==> config.mk <==
export PLATFORM = sky130hd
export DESIGN_NAME = lc3_pipeline_controller
export DESIGN_NICKNAME = d
export VERILOG_FILES = /design/src/rtl/lc3_ctrl_pkg.sv /design/src/rtl/lc3_mem_fsm.sv /design/src/rtl/lc3_pipeline_controller.sv
export SDC_FILE = /design/constraint.sdc
export NUM_CORES = 1
export LEC_CHECK = 0
export CAP_MARGIN = 30
export CORE_ASPECT_RATIO = 2
export CORE_MARGIN = 3
export CORE_UTILIZATION = 32
export DETAILED_ROUTE_END_ITERATION = 8
export PLACE_DENSITY = 0.8
export SLEW_MARGIN = 20
export SYNTH_ARGS = -nofsm -noshare
export SYNTH_HDL_FRONTEND = slang
export SYNTH_SLANG_ARGS = --single-unit
export TNS_END_PERCENT = 1
==> constraint.sdc <==
create_clock -name clock -period 1.7 [get_ports clock]
set_input_delay 0.17 -clock clock [delete_from_list [all_inputs] [get_ports clock]]
set_output_delay 0.17 -clock clock [all_outputs]
set_load 0.05 [all_outputs]
==> src/rtl/lc3_ctrl_pkg.sv <==
// Shared definitions for the LC-3 pipeline controller.
//   - Opcode constants for IR[15:12].
//   - mem_state_t: memaccess state encoding (READ=0, READ_IND=1, WRITE=2, IDLE=3).
//   - Opcode class helpers used by the controller and the memaccess FSM.
package lc3_ctrl_pkg;

    localparam logic [3:0] OP_BR  = 4'b0000;
    localparam logic [3:0] OP_ADD = 4'b0001;
    localparam logic [3:0] OP_LD  = 4'b0010;
    localparam logic [3:0] OP_ST  = 4'b0011;
    localparam logic [3:0] OP_AND = 4'b0101;
    localparam logic [3:0] OP_LDR = 4'b0110;
    localparam logic [3:0] OP_STR = 4'b0111;
    localparam logic [3:0] OP_NOT = 4'b1001;
    localparam logic [3:0] OP_LDI = 4'b1010;
    localparam logic [3:0] OP_STI = 4'b1011;
    localparam logic [3:0] OP_JMP = 4'b1100;
    localparam logic [3:0] OP_LEA = 4'b1110;

    typedef enum logic [1:0] {
        READ     = 2'd0,
        READ_IND = 2'd1,
        WRITE    = 2'd2,
        IDLE     = 2'd3
    } mem_state_t;

    function automatic logic is_alu(input logic [3:0] op);
        return (op == OP_ADD) || (op == OP_AND) || (op == OP_NOT);
    endfunction

    function automatic logic is_alu_lea(input logic [3:0] op);
        return is_alu(op) || (op == OP_LEA);
    endfunction

    function automatic logic is_load(input logic [3:0] op);
        return (op == OP_LD) || (op == OP_LDR) || (op == OP_LDI);
    endfunction

    function automatic logic is_store(input logic [3:0] op);
        return (op == OP_ST) || (op == OP_STR) || (op == OP_STI);
    endfunction

    function automatic logic is_ctrl(input logic [3:0] op);
        return (op == OP_BR) || (op == OP_JMP);
    endfunction

endpackage

==> src/rtl/lc3_mem_fsm.sv <==
// Memaccess state machine for the LC-3 pipeline controller.
// Ports:
//   clk_i, rst_ni       clock, asynchronous active-low reset
//   start_i             execute stage is enabled this cycle
//   op_i                opcode of the instruction in execute
//   completed_data_i    data memory finished the current access
//   state_o             current memaccess state (IDLE when no access)
//   load_wb_o           load result is ready for writeback this cycle
module lc3_mem_fsm
    import lc3_ctrl_pkg::*;
(
    input  logic       clk_i,
    input  logic       rst_ni,
    input  logic       start_i,
    input  logic [3:0] op_i,
    input  logic       completed_data_i,
    output mem_state_t state_o,
    output logic       load_wb_o
);

    mem_state_t state_q, state_d;
    // Remembers whether an indirect access is STI (pointer read then write)
    // or LDI (pointer read then read), so the execute opcode need not be held.
    logic       sti_q, sti_d;

    always_comb begin
        state_d = state_q;
        sti_d   = sti_q;
        case (state_q)
            IDLE: begin
                if (start_i) begin
                    if ((op_i == OP_LD) || (op_i == OP_LDR)) begin
                        state_d = READ;
                    end else if ((op_i == OP_ST) || (op_i == OP_STR)) begin
                        state_d = WRITE;
                    end else if ((op_i == OP_LDI) || (op_i == OP_STI)) begin
                        state_d = READ_IND;
                        sti_d   = (op_i == OP_STI);
                    end
                end
            end
            READ_IND: if (completed_data_i) state_d = sti_q ? WRITE : READ;
            READ:     if (completed_data_i) state_d = IDLE;
            WRITE:    if (completed_data_i) state_d = IDLE;
            default:  state_d = IDLE;
        endcase
    end

    always_ff @(posedge clk_i or negedge rst_ni) begin
        if (!rst_ni) begin
            state_q <= IDLE;
            sti_q   <= 1'b0;
        end else begin
            state_q <= state_d;
            sti_q   <= sti_d;
        end
    end

    assign state_o   = state_q;
    assign load_wb_o = (state_q == READ) && completed_data_i;

endmodule

==> src/rtl/lc3_pipeline_controller.sv <==
// Sequencing controller for the 5-stage LC-3 pipeline
// (fetch, decode, execute, writeback, memaccess).
// Ports:
//   clock, reset (async, active-low)
//   completed_instr, completed_data   memory handshakes
//   IR, IR_EXEC                       instructions in decode / execute
//   Imem_dout                         instruction memory word (not decoded here)
//   NZP, PSR                          branch condition field / condition codes
//   enable_*                          per-stage enables
//   br_taken                          PC redirect
//   bypass_alu_1/2, bypass_mem_1/2    operand forward selects
//   mem_state                         memaccess state (3 = idle)
module lc3_pipeline_controller
    import lc3_ctrl_pkg::*;
#(
    parameter int unsigned BR_BUBBLES = 3,
    parameter logic [1:0]  MEM_IDLE   = 2'b11
) (
    input  logic        clock,
    input  logic        reset,
    input  logic        completed_instr,
    input  logic        completed_data,
    input  logic [15:0] IR,
    input  logic [15:0] IR_EXEC,
    input  logic [15:0] Imem_dout,
    input  logic [2:0]  NZP,
    input  logic [2:0]  PSR,
    output logic        enable_updatePC,
    output logic        enable_fetch,
    output logic        enable_decode,
    output logic        enable_execute,
    output logic        enable_writeback,
    output logic        br_taken,
    output logic        bypass_alu_1,
    output logic        bypass_alu_2,
    output logic        bypass_mem_1,
    output logic        bypass_mem_2,
    output logic [1:0]  mem_state
);

    logic [3:0] v_q, v_d;       // {wb, ex, de, fe} valid
    logic [2:0] bub_q, bub_d;   // control-hazard bubble counter
    logic       stall;
    logic       fe_in;
    logic       ctrl_accept;
    logic       load_wb;
    mem_state_t ms;

    logic [3:0] op_d, op_x;
    logic [2:0] dst_x;
    logic       src1_hit, src2_hit, alu_src, ld_src;

    // Imem_dout is part of the control bus but the controller acts on IR
    // once the datapath has latched it; unused IR/IR_EXEC bits likewise.
    logic       sig_unused;
    assign sig_unused = ^{Imem_dout, IR[4:3], IR_EXEC[8:0]};

    assign op_d  = IR[15:12];
    assign op_x  = IR_EXEC[15:12];
    assign dst_x = IR_EXEC[11:9];

    assign mem_state = ms;
    assign stall     = (mem_state != MEM_IDLE) | ~completed_instr;

    assign enable_fetch     = v_q[0] & ~stall & (bub_q == 3'd0);
    assign enable_updatePC  = enable_fetch;
    assign enable_decode    = v_q[1] & ~stall;
    assign enable_execute   = v_q[2] & ~stall;
    assign enable_writeback = (v_q[3] & ~stall & is_alu_lea(op_x)) | load_wb;

    assign br_taken = enable_execute &
                      (((op_x == OP_BR) & (|(NZP & PSR))) | (op_x == OP_JMP));

    assign ctrl_accept = enable_decode & is_ctrl(op_d);

    always_comb begin
        bub_d = bub_q;
        if (!stall) begin
            if (ctrl_accept) begin
                bub_d = 3'(BR_BUBBLES);
            end else if (bub_q != 3'd0) begin
                bub_d = bub_q - 3'd1;
            end
        end
    end

    // The fetch slot is marked invalid whenever the counter is (or is about
    // to be) non-zero: this squashes the wrong-path fetch in the accept cycle
    // and lets the slot in the last bubble cycle refill, so fetch resumes
    // exactly BR_BUBBLES cycles after the accept.
    assign fe_in = (bub_d == 3'd0);
    assign v_d   = stall ? v_q : {v_q[2:0], fe_in};

    always_ff @(posedge clock or negedge reset) begin
        if (!reset) begin
            v_q   <= '0;
            bub_q <= '0;
        end else begin
            v_q   <= v_d;
            bub_q <= bub_d;
        end
    end

    // Operand forwarding: source-1 and source-2 matches against the
    // destination of the instruction currently in execute.
    assign src1_hit = (dst_x == IR[8:6]) &
                      (is_alu(op_d) | (op_d == OP_LDR) | (op_d == OP_STR) | (op_d == OP_JMP));
    assign src2_hit = ((dst_x == IR[2:0]) & ((op_d == OP_ADD) | (op_d == OP_AND)) & ~IR[5]) |
                      ((dst_x == IR[11:9]) & is_store(op_d));
    assign alu_src  = v_q[2] & is_alu_lea(op_x);
    assign ld_src   = v_q[2] & is_load(op_x);

    assign bypass_alu_1 = alu_src & src1_hit;
    assign bypass_alu_2 = alu_src & src2_hit;
    assign bypass_mem_1 = ld_src & src1_hit;
    assign bypass_mem_2 = ld_src & src2_hit;

    lc3_mem_fsm u_mem_fsm (
        .clk_i            (clock),
        .rst_ni           (reset),
        .start_i          (enable_execute),
        .op_i             (op_x),
        .completed_data_i (completed_data),
        .state_o          (ms),
        .load_wb_o        (load_wb)
    );

endmodule

### Word-level counts from Yosys, hierarchy flattened

Cells that the tools add are included.

* register bits after elaboration: 10
* bits of input ports: 58

* add/sub/neg operators: 1
* equal/unequal tests: 30
* muxes and demuxes: 11
* bitwise operators: 33
* reductions and logical operators: 23

Operator list (count)
* $eq A4 B4 Y1 const B: 8
* $eq A4 B3 Y1 const B: 6
* $and A1 B1 Y1: 19
* $mux W2: 7
* $eq A4 B2 Y1 const B: 3
* $logic_or A1 B1 Y1: 12
* $eq A3 B3 Y1: 3
* $mux W3: 3
* $eq A4 B1 Y1 const B: 2
* $logic_not A4 Y1: 2
* $or A1 B1 Y1: 8
* $logic_not A3 Y1: 2
* $ne A2 B2 Y1 const B: 3
* $pmux W2 S3: 1
* $not A1 Y1: 5
* $reduce_and A5 Y1: 1
* $eq A2 B2 Y1 const B: 2
* $ne A4 B2 Y1 const B: 1
* $reduce_and A4 Y1: 1
* $and A3 B3 Y3: 1
* $reduce_bool A3 Y1: 1
* $reduce_or A3 Y1: 1
* $sub A3 B1 Y3 const B: 1
* $eq A2 B1 Y1 const B: 1
* 4 further kinds: 4

### Logic depth before layout (Yosys ltp)

Gate-level depths: netlist (run 1).

* word-level depth: 8
* mapped depth: 6
* depth with buffers taken out: 6

### Modules after synthesis

From an unflattened synthesis (run 1), not the netlist that was laid out.

* cell total of the unflattened synthesis: 95
* area total of the unflattened synthesis: 830.8 sq um

Modules (own cells, without submodules)
* lc3_pipeline_controller: instances 1, cells an instance 80, area each 661.9 sq um
* lc3_mem_fsm: instances 1, cells an instance 15, area each 168.9 sq um

### Worst setup path after synthesis (run 1)

OpenSTA, ideal clock, no wires.

* kind: flip-flop to output port
* start point: register u_mem_fsm.state_q[0] (netlist: u_mem_fsm.state_o[0])
* end point: output port br_taken
* arrival: 3604 ps
* slack: -2074 ps
* cell stages (with the launch flop): 5
* buffers on the path: 1
* path through: dfstp_2 and3_2 clkbuf_2 nand2_4 a2111oi_0

* cells in the longest elaborated chain, start to end: 5

Ends and longest elaborated chain
* from (decl): line lc3_mem_fsm.sv:21 `mem_state_t state_q, state_d;`
* from (signal assigned): line lc3_mem_fsm.sv:54 `state_q <= state_d;`
* $ne A2 B2 Y1: line lc3_pipeline_controller.sv:63 `assign stall = (mem_state != MEM_IDLE) | ~completed_instr;`
* $or A1 B1 Y1: line lc3_pipeline_controller.sv:63
* $not A1 Y1: line lc3_pipeline_controller.sv:68 `assign enable_execute = v_q[2] & ~stall;`
* $and A1 B1 Y1: line lc3_pipeline_controller.sv:68
* $and A1 B1 Y1: line lc3_pipeline_controller.sv:71 `assign br_taken = enable_execute &`
* to (decl): line lc3_pipeline_controller.sv:33 `output logic br_taken,`

Every way passes these cells.

### Worst setup path after layout (run 1)

* start point: register u_mem_fsm.state_q[1] (netlist: u_mem_fsm.state_o[1])
* end point: output port br_taken

Same word-level chain as after synthesis.

==> results of run 1 <==
[registers in the layout (all words and copies together) (netlist names)]
register	count
bub_q	3
u_mem_fsm.state_o	2
u_mem_fsm.sti_q	1
v_q	4
[power groups by stage]
stage          clock network [mW]  logic [mW]  registers [mW]
3_5_place_dp                    0       0.849           0.440
3_3_place_gp                    0       0.825           0.435
5_1_grt                     0.318       0.999           0.439
6_report                    0.296       0.925           0.426
4_1_cts                     0.306       0.909           0.419
2_1_floorplan                   0       0.470           0.475
[cells by family (layout without fill, tap and decap cells)]
group / Yosys count / in the layout / synth area share
fa+ha+maj: 2 / 2 / 0.02936
flops: 10 / 10 / 0.2966
mux: 2 / 2 / 0.02496
xor+xnor: 11 / 11 / 0.1131
buf+inv: 7 / 68 / 0.03671
compound gates: 24 / 24 / 0.2159
simple gates: 40 / 40 / 0.2834
[cell usage in the layout, fill, tap and decap left out, drive strengths merged, types with 2 or more instances in the layout]
cell and count:
o21ai 6, nor3 2, a211oi 2, and2 2
nand4 2, clkdlybuf4s50 15, dfstp 2, clkbuf 4
nand2 11, xnor2 6, nor2 7, dlygate4sd2 14
and3 2, xor2 5, dfrtp 8, ha 2
nand2b 3, o211ai 2, inv 5, nor3b 3
buf 29, a21oi 5
[layout make-up]
class	count	area [sq um]
sequential	10	260.3
multi-input combinational	79	639.4
timing repair buffer	59	653.1
fill	195	779.5
inverter	5	18.77
tap	27	33.78
clock buffer	4	55.05
[timing repair]
| item | in CTS | in global routing |
|---|---|---|
| pin swaps | 11 | 0 |
| hold buffers | 0 | 0 |
| hold endpoints to repair | 0 | 0 |
| gates resized for setup | 25 | 4 |
| setup endpoints to repair | 9 | 11 |
| setup buffers | 3 | 0 |
[path summary, 6_finish.rpt]
check / from / cells past startpoint / endpoint / slack, ps
min in group clock: v_q[3] / 2 / v_q[3] / 480
max in group asynchronous: reset / 1 / u_mem_fsm.state_o[1] / 1130
max reg2reg: u_mem_fsm.state_o[1] / 5 / v_q[0] / 30
max: u_mem_fsm.state_o[1] / 4 / br_taken / -20
min: reset / 1 / bub_q[2] / 240
min reg2reg: v_q[3] / 2 / v_q[3] / 480
[worst reg2reg max path, cell delays in order, from the launching register on]
cell and delay (ps):
dfstp_4 600, buf_4 160, nand3_4 80, a211oi_2 270
a221oi_2 120, o41ai_2 340
[metal layers]
metal,vias to the layer above,track usage
met5,-,0
met2,36,0.3394
met1,450,0.1575
met3,8,0.02041
met4,0,0.08100
li1,469,-
[metrics by stage]
stage          utilization  hold slack, ps  setup TNS, ps  power [mW]  setup WS [ps]
2_1_floorplan            -          -125.6         -761.2      0.9454         -286.3
3_3_place_gp        0.6354           467.1         -637.5       1.260         -143.9
3_5_place_dp        0.6354           473.0         -841.0       1.289         -177.1
4_1_cts             0.6738           252.8         -61.23       1.634         -33.47
5_1_grt             0.6805           272.3         -486.4       1.756         -94.09
6_report            0.6805           237.6         -56.88       1.647         -19.50
==> results_dict.tcl, run 1 <==
set metrics [dict create \
    relSlewSlack 0.7162 \
    pwr-share-comb 0.562 \
    fin_crit_sh 1.011 \
    core_sq_um 2440 \
    power.clock.fraction 0.180 \
    finalClockSkew_ps 6.331 \
    p_seq_frac 0.259 \
    synthTopCellsByArea "dfrtp_1 23%, dfstp_2 6.2%, xnor2_1 6.2%" \
    final_area_sq_um 1660 \
    hold_path_class "in2async" \
    finalSetupViolations 4 \
    synth_top_area_cell "dfrtp_1" \
    portBuffers 42 \
    internal-power_mw 1.016 \
    violations "setup timing" \
    cts.clk_slew.worst_paths_ps 50 \
    fmax_ghz 0.5816 \
    io_pins 70 \
    cts_tree "built" \
    detailed_place_hpwl_mm 2.161 \
    syn_nets 156 \
    worstPathArrival_ps 1550 \
    ys.flop_type "dfrtp_1" \
    grt_start_max_net_pins 11 \
    power_leakage_nw 0.7333 \
    num_rows 25 \
    worstPathMaxFanout 3 \
    die_h_microns 78.98 \
    crit_family "flip-flops" \
    start_util 0.3492 \
    cts_max_level 1 \
    switching_share 0.3833 \
    grt_first_pass_wirelength_mm 4.464 \
    firstDrtPassIters 4 \
    ys_warn_count 0 \
    vias 963 \
    final_nets 218 \
    synthTopCellsByCount "10 x nand2_1, 8 x dfrtp_1, 7 x nor2_1" \
    grt_overflow 0 \
    first_iter_violations 4 \
    antenna_found_initial 0 \
    dpl_cell_area_sq_um 1550 \
    end_kind "primary output" \
    antenna_cells 0 \
    die_x_microns 42.49 \
    wl_met1_microns 930 \
    wl_mm 2.649 \
    fin_crit_ps 1720 \
    vdd_drop_max_mv 0.5898 \
    finalWorstSetupSlack_ps -19.50 \
    gp_congestion 0.7744 \
    worst_slew_pin_slew_ps 424.3 \
    areaGrowthSynthToFinish_pct 94.86 \
    drv_slew 0 \
    numCtsBuffers 3 \
    grt_use_total 0.1691 \
    synth_edf_count 0 \
    worstPathRequired_ps 1530 \
    clk_latency_ps 240 \
    instances_no_fill 184 \
    wl_met2_mm 1.532 \
    met3WireLength_microns 125 \
    ys_seq_elements 10 \
    powerDensity_nw_per_um2 992.0 \
    cap_violations 0 \
    crit_buf_inv 1 \
    cts-root-buf "clkbuf_8" \
    seq_area_frac_synth 0.2966 \
    p_sw_mw 0.6313 \
    die_area_sq_um 3355 \
    slowest_delay_ps 600 \
    async_flop_share 1.000 \
    synth_cell_types 43 \
    synth_top_area_share 0.2349 \
    cp_slowest_cell "dfstp_4" \
    yosysMostFrequentCell "nand2_1" \
    ant_nets 0 \
    syn_area_sq_um 852.1 \
    wire_per_inst_microns 14.40 \
    post_synth.cell_area_avg_sq_um 8.876 \
    drc_errors 0 \
    status "complete, but fails checks" \
    crit_path_start_kind "register" \
    dp_cells 177 \
    synthCells 96 \
    cts_buffer_depth 2 \
    top_layer "met4" \
    clock_sinks 10 \
    layout-drive-gt1-share 0.3503 \
    path_cells "and3_4, nand2_4, a2111oi_4, buf_12" \
    path_class "reg2out" \
    vias_per_cell 5.234 \
    rsz0062_at_grt "yes" \
    grt_pass1_vias 1063 \
    report.final.hold_viol_count 0 \
]
Note: power is estimated with default switching activity, not from simulation.
==> run 2: changes to the inputs <==
--- a/config.mk
+++ b/config.mk
@@ -9,8 +9,9 @@
 export CORE_ASPECT_RATIO = 2
 export CORE_MARGIN = 3
 export CORE_UTILIZATION = 32
+export CTS_BUF_LIST = sky130_fd_sc_hd__clkbuf_8 sky130_fd_sc_hd__clkbuf_16
 export DETAILED_ROUTE_END_ITERATION = 8
-export PLACE_DENSITY = 0.8
+export PLACE_DENSITY = 0.79
 export SLEW_MARGIN = 20
 export SYNTH_ARGS = -nofsm -noshare
 export SYNTH_HDL_FRONTEND = slang
==> results_dict.tcl, run 2 (same netlist as run 1, synthesis figures left out) <==
set metrics [dict create \
    areaGrowthSynthToFinish_pct 100.9 \
    layout_commonest_cell "buf_4" \
    hold_path_class "in2async" \
    vdd_drop_max_mv 0.6847 \
    end_kind "primary output" \
    grt_use_total 0.1729 \
    report.final.hold_viol_count 0 \
    regMostFlops "v_q" \
    r2r_slack_ps 20 \
    ff2ff_path_depth 5 \
    fin_crit_sh 1.013 \
    drc_errors 0 \
    relSlewSlack 0.7080 \
    clk_latency_ps 230 \
    worstPathArrival_ps 1550 \
    start_util 0.3492 \
    powerDensity_nw_per_um2 1022 \
    gp_congestion 0.8053 \
    wl_mm 2.815 \
    cp_slowest_cell "dfstp_4" \
    cts_buffer_depth 2 \
    worst_slew_pin_slew_ps 436.7 \
    io_pins 70 \
    layout-drive-gt1-share 0.3899 \
    finalSetupViolations 1 \
    drv_slew 0 \
    startpoint "u_mem_fsm.state_o[1]" \
    finalClockSkew_ps 1.738 \
    vias_per_cell 5.237 \
    cts_tree "built" \
    crit_buf_inv 1 \
    clock_sinks 10 \
    cap_violations 0 \
    vias 974 \
    final_cell_mix "18 x buf_4, 16 x clkdlybuf4s50_1, 12 x dlygate4sd2_1, 12 x buf_12, 10 x nand2_1" \
    status "complete, but fails checks" \
    grt_pass1_vias 979 \
    worstPathRequired_ps 1530 \
    r2r_end "u_mem_fsm.sti_q" \
    first_iter_violations 12 \
    antenna_found_initial 0 \
    die_area_sq_um 3355 \
    cts_hold_buf 0 \
    power_leakage_nw 0.7550 \
    utilization 0.7015 \
    worstPathMaxFanout 3 \
    die_x_microns 42.49 \
    fmax_ghz 0.5806 \
    wire_per_inst_microns 15.13 \
    path_class "reg2out" \
    detailed_place_hpwl_mm 2.267 \
    grt_overflow 0 \
    cts_max_level 1 \
    finalWorstSetupSlack_ps -22.37 \
    portBuffers 42 \
    holdWs_ps 246.7 \
    core_sq_um 2440 \
    numCtsBuffers 3 \
    num_rows 25 \
    violations "setup timing" \
    reg2reg_from "u_mem_fsm.state_o[1]" \
    largest_register_ffs 4 \
    cts-root-buf "clkbuf_8" \
    rsz0062_at_grt "yes" \
    crit_family "flip-flops" \
    grt_first_pass_wirelength_mm 4.498 \
    crit_path_start_kind "register" \
    firstDrtPassIters 4 \
    cts.clk_slew.worst_paths_ps 50 \
    path_cells "and3_4, nand2_4, a2111oi_4, buf_12" \
    final_nets 220 \
    die_h_microns 78.98 \
    ant_nets 0 \
    antenna_cells 0 \
    fillCellCount 178 \
    slowest_delay_ps 610 \
    grt_start_max_net_pins 11 \
    fin_crit_ps 1722 \
]
[run 2: changes by cell type in the layout (fill, tap and decap cells not counted), moves of 2 or more]
cell / before / now
nor2_2: 2 / 4
dlygate4sd2_1: 14 / 12
o21ai_2: 0 / 2
nor2_1: 5 / 3
[run 2: area by class of cell]
class | count | area (sq um) | share of cell area
timing repair buffer | 61 | 676.9 | 0.3955
sequential | 10 | 260.3 | 0.1520
multi-input combinational | 79 | 666.9 | 0.3896
tap | 27 | 33.78 | 0.01974
inverter | 5 | 18.77 | 0.01096
clock buffer | 4 | 55.05 | 0.03216
[run 2: through the flow]
step | total power, mW | cell area (sq um) | instances | setup TNS (ps) | setup WS (ps)
3_5_place_dp | 1.314 | 1543 | 176 | -621.3 | -170.1
5_1_grt | 1.846 | 1712 | 186 | -218.5 | -53.38
6_report | 1.750 | 1712 | 186 | -22.37 | -22.37
2_1_floorplan | 0.9454 | 892.1 | 96 | -761.2 | -286.3
3_3_place_gp | 1.261 | 1543 | 176 | -487.3 | -134.0
4_1_cts | 1.686 | 1664 | 185 | -136.2 | -40.05
[run 2: worst max-delay path by stage]
stage | cells past startpoint | end
6_report | 4 | br_taken
5_1_grt | 4 | br_taken
4_1_cts | 5 | enable_writeback
3_5_place_dp | 6 | bypass_mem_2
3_3_place_gp | 5 | br_taken
2_1_floorplan | 4 | br_taken
[run 2: repair_timing]
item,CTS,global route
pin swaps,11,5
endpoints found under the setup margin,10,10
cloned,0,0
setup buffers,5,1
resized for setup,27,9
[run 2: metal layers]
metal	part of all wire	vias up	track usage
met5	0	-	0
met4	0.031	0	0.09346
met3	0.026	9	0.01814
met2	0.63	27	0.3578
met1	0.31	462	0.1481
li1	-	476	-
[run 2: power breakdown]
part           switching [mW]  internal (mW)
Combinational           0.504          0.518
Sequential             0.0862          0.348
Clock                  0.0906          0.203
Total                   0.680           1.07
[run 2: worst register-to-register path: stages (launching register included)]
cell	delay (ps)
dfstp_4	610
and3_4	210
nand2_4	70
buf_4	160
nor3_4	160
mux2_2	350
==> RTL edit 1, RTL diff (settings of run 2) <==
Make the reset (`reset` and `rst_ni`) synchronous in 2 clocked blocks. Comments in the files are not updated.
--- a/src/rtl/lc3_mem_fsm.sv
+++ b/src/rtl/lc3_mem_fsm.sv
@@ -46,7 +46,7 @@
         endcase
     end
 
-    always_ff @(posedge clk_i or negedge rst_ni) begin
+    always_ff @(posedge clk_i) begin
         if (!rst_ni) begin
             state_q <= IDLE;
             sti_q   <= 1'b0;
--- a/src/rtl/lc3_pipeline_controller.sv
+++ b/src/rtl/lc3_pipeline_controller.sv
@@ -91,7 +91,7 @@
     assign fe_in = (bub_d == 3'd0);
     assign v_d   = stall ? v_q : {v_q[2:0], fe_in};
 
-    always_ff @(posedge clock or negedge reset) begin
+    always_ff @(posedge clock) begin
         if (!reset) begin
             v_q   <= '0;
             bub_q <= '0;
Formal check against the unedited RTL: differs if reset is asserted again (counterexample within 4 cycles, from zero or initial values and one cycle with reset low); with reset held inactive, the same outputs for 10 cycles.
==> RTL edit 1 against run 2 <==
- the flow still finishes with violations (setup timing)
- final area decreased by 8.1%
- register-to-register slack improved by 0.18 ns
- setup slack improved by 0.014 ns
- synthesized area decreased by 8.5%
- core utilization decreased by 0.32 points
- sequential cell count unchanged
- critical path depth increased by 2
- wire length decreased by 3.9%
- largest cell class unchanged
Power is not compared: it rests on default switching activity, and its combinational part moved more than twofold at a synthesized area within 25%.
==> RTL edit 1: results (changes against run 2) <==
stage,metric,value,unit,change
yosys,ys_types,32,,was 43
run_status,status,"finished, violations left",,unchanged
routing,drtIter0Drc,24,,was 12
yosys,synthXorXnorAreaFrac,13.5,%,was 11.3%
global_route,grt_start_max_net_pins,9,,was 11
global_route,grt_pass1_wl,4300,um,was 4500 um
global_route,grt_use_met3,4.37,%,was 1.81%
timing,timing.final.setup_violations,1,,unchanged
routing,wl_met1,815,um,was 882 um
routing,dr_wl_met2,1600,um,was 1770 um
yosys,yosysSeqAreaShare,25.7,%,was 29.7%
routing,wl_met3,240,um,was 72 um
yosys,ys.flop_type,dfxtp_1,,was dfrtp_1
global_route,grt_usage,19.5,%,was 17.3%
yosys,synthMuxAreaShare,2.57,%,was 2.50%
final_layout,fin_nets,224,,was 220
yosys,syn_nets,164,,was 156
yosys,avgSynthCellArea,7.57,um^2,was 8.88 um^2
timing,setup_slack,-0.00848,ns,was -0.0224 ns
run_status,violations,setup timing,,unchanged
yosys,synth_adder_area_share,4.82,%,was 2.94%
worst_setup_path,cp_max_fo,2,,was 3
place,hpwl,2090,um,was 2270 um
routing,via_per_inst,5.28,,was 5.24
timing,maxSlewHeadroom,73.4,%,was 70.8%
timing,fin_tns_setup,-0.00848,ns,was -0.0224 ns
## RTL edit 1: layout make-up
cell class | count | share of cell area, %
Clock buffer | 4 | 3.50
Inverter | 10 | 2.39
Multi-Input combinational cell | 81 | 38.4
Sequential cell | 10 | 12.9
Tap cell | 26 | 2.07
Timing Repair Buffer | 57 | 40.7
## RTL edit 1: power by group through the flow
stage | clock network (mW) | registers [mW] | logic (mW)
after floorplan | 0 | 0.281 | 0.185
after global placement | 0 | 0.279 | 0.368
after detailed placement | 0 | 0.281 | 0.377
after CTS | 0.299 | 0.277 | 0.376
after global routing | 0.314 | 0.281 | 0.419
final | 0.296 | 0.278 | 0.388
## RTL edit 1: final timing paths
path | startpoint | slack (ns) | endpoint
max | IR_EXEC[10] | -0.008 | bypass_alu_2
min | IR_EXEC[12] | 0.44 | u_mem_fsm.sti_q
max reg2reg | bub_q[0] | 0.20 | v_q[0]
min reg2reg | bub_q[2] | 0.49 | bub_q[2]
## RTL edit 1: metrics by stage
stage,instance area (um^2),setup WS [ns]
6_report,1570,-0.00848
5_1_grt,1570,-0.0686
4_1_cts,1520,-0.00147
3_5_place_dp,1450,-0.185
3_3_place_gp,1450,-0.156
2_1_floorplan,802,0.00544
## RTL edit 1: kinds of logic after synthesis
group / Yosys count
xor gates and xnor gates: 12
adders and majority gates: 3
AOI/OAI and AO/OA: 21
buffers and inverters: 12
and+or+nand+nor: 43
muxes: 2
DFF: 10
## RTL edit 1: repair_timing
item,4_1_cts,5_1_grt
resized for setup,13,16
pin swaps,6,8
setup endpoints to repair,4,8
## RTL edit 1: critical path, cell delays in order
cell and delay [ns]:
clkdlybuf4s50_1 0.49, xnor2_1 0.12, nand4_1 0.13, o31a_1 0.30
nor2_2 0.17, buf_12 0.15
==> RTL edit 2, RTL diff (flow settings as in run 2) <==
Without the edit above. `v_q` no longer has a reset.
--- a/src/rtl/lc3_pipeline_controller.sv
+++ b/src/rtl/lc3_pipeline_controller.sv
@@ -93,12 +93,14 @@
 
     always_ff @(posedge clock or negedge reset) begin
         if (!reset) begin
-            v_q   <= '0;
             bub_q <= '0;
         end else begin
-            v_q   <= v_d;
             bub_q <= bub_d;
         end
+    end
+
+    always_ff @(posedge clock) begin
+        v_q <= v_d;
     end
 
     // Operand forwarding: source-1 and source-2 matches against the
Function: changed (Yosys sat finds a counterexample within 4 cycles, from zero or initial values and one cycle with reset low).
==> RTL edit 2 against run 2 <==
- the flow still finishes with violations (setup timing)
- count of clock-buffer cells in the layout shrank 1
- final area down 9.1%
- fmax fell by 0.53%
- power rose by 3.3%
- synthesized area fell by 3.7%
- sequential cell count is the same
- core utilization fell by 5.5 points
- setup slack got worse by 0.0092 ns
- wire length fell by 4.7%
- die area fell by 3.3%
- clock power down 12%
- largest cell class unchanged
- largest power group unchanged
==> RTL edit 2: results (changes against run 2) <==
stage,metric,value,unit,change
run_status,status,"finished, violations left",,unchanged
run_status,violations,setup timing,,unchanged
clock_network,post_cts_buffers,2,,was 5
worst_setup_path,setup.worst_path.start,u_mem_fsm.state_o[0],,was u_mem_fsm.state_o[1]
place,dpl_cell_area,1470,um^2,was 1540 um^2
worst_setup_path,r2r_end,v_q[0],,was u_mem_fsm.sti_q
routing,routedWlPerCell,15.1,um,about the same
routing,drtIter0Drc,23,,was 12
place,dp_slack,-0.169,ns,was -0.170 ns
global_route,grt_usage,17.1,%,was 17.3%
global_route,grt_start_max_net_pins,8,,was 11
worst_setup_path,worst_path_max_delay_cell,dfstp_2,,was dfstp_4
yosys,synthXorXnorAreaFrac,11.7,%,was 11.3%
routing,via_per_inst,5.18,,was 5.24
clock_network,cts_resized,21,,was 27
timing,maxSlewHeadroom,76.7,%,was 70.8%
worst_setup_path,max_stage_delay,0.56,ns,was 0.61 ns
worst_setup_path,crit-reg2reg-launch,bub_q[0],,was u_mem_fsm.state_o[1]
worst_setup_path,cp_max_fo,7,,was 3
place,gp_congestion,0.782,,was 0.805
power,p_leak,0.642,nW,was 0.755 nW
yosys,synth_common_cells,"12 x nor2_1, 6 x o21ai_0, 6 x xnor2_1",,"was 10 x nand2_1, 8 x dfrtp_1, 7 x nor2_1, 6 x o21ai_0, 6 x xnor2_1"
power,irDropWorstVdd,0.000930,V,was 0.000685 V
final_layout,fin_nets,212,,was 220
worst_setup_path,rr_worst_depth,6,,was 5
timing,fin_tns_setup,-0.0316,ns,was -0.0224 ns
yosys,synth-compound-area-share,20.0,%,was 21.6%
worst_setup_path,ff2ff_setup_slack,0.12,ns,was 0.02 ns
timing,setup_slack,-0.0316,ns,was -0.0224 ns
global_route,grt_pass1_vias,1034,,was 979
timing,timing.final.setup_violations,1,,unchanged
global_route,grt_pass1_wl,4400,um,was 4500 um
place,hpwl,2180,um,was 2270 um
yosys,synth_edf_count,4,,was 0
yosys,syn_nets,151,,was 156
yosys,synthArstFlopShare,60.0,%,was 100%
final_layout,layout-drive-gt1-share,31.1,%,was 39.0%
routing,drt_wl_total,2680,um,was 2820 um
RTL edit 2: worst min-delay path by stage:
stage                      from         endpoint  slack, ns
final                     reset  u_mem_fsm.sti_q       0.18
after detailed placement  reset  u_mem_fsm.sti_q       0.43
after CTS                 reset  u_mem_fsm.sti_q       0.18
after floorplan           reset         bub_q[0]      -0.13
after global routing      reset  u_mem_fsm.sti_q       0.19
after global placement    reset         bub_q[1]       0.42
RTL edit 2: area by class of cell:
type,instances,area [um^2]
clock buffer,3,41.3
clock inverter,1,3.75
fill,175,852
inverter,6,27.5
multi-input combinational,74,559
sequential,10,273
tap,27,33.8
timing repair buffer,57,618
RTL edit 2: layer usage:
metal	vias to the layer above	GRT usage, %	routed length, um	share of wire, %
met5	-	0	0	0
met4	0	3.86	21	0.78
met3	2	3.71	152	5.7
met2	35	36.3	1610	60
met1	431	14.8	898	33
li1	454	-	-	-
RTL edit 2: report_power, final:
part / leakage [nW] / switching (mW) / total (mW) / internal [mW]
Sequential: 0.108 / 0.0973 / 0.492 / 0.395
Combinational: 0.510 / 0.578 / 1.06 / 0.479
Clock: 0.0231 / 0.0995 / 0.258 / 0.159
RTL edit 2: critical path: cells and delay by family (launching register included):
kind / cells / cell delay, ns
AO/OA/AOI/OAI: 1 / 0.27
buffers and inverters: 2 / 0.28
flip-flops: 1 / 0.56
AND/OR/NAND/NOR: 2 / 0.19
RTL edit 2: cells by family (layout without fill, tap and decap cells):
group | count (synthesis) | in the layout
buffers and inverters | 7 | 67
AND/OR/NAND/NOR | 38 | 38
flip-flops | 10 | 10
multiplexers | 1 | 1
XOR/XNOR | 11 | 11
AO/OA/AOI/OAI | 22 | 22
adder cells (fa/ha/maj) | 2 | 2
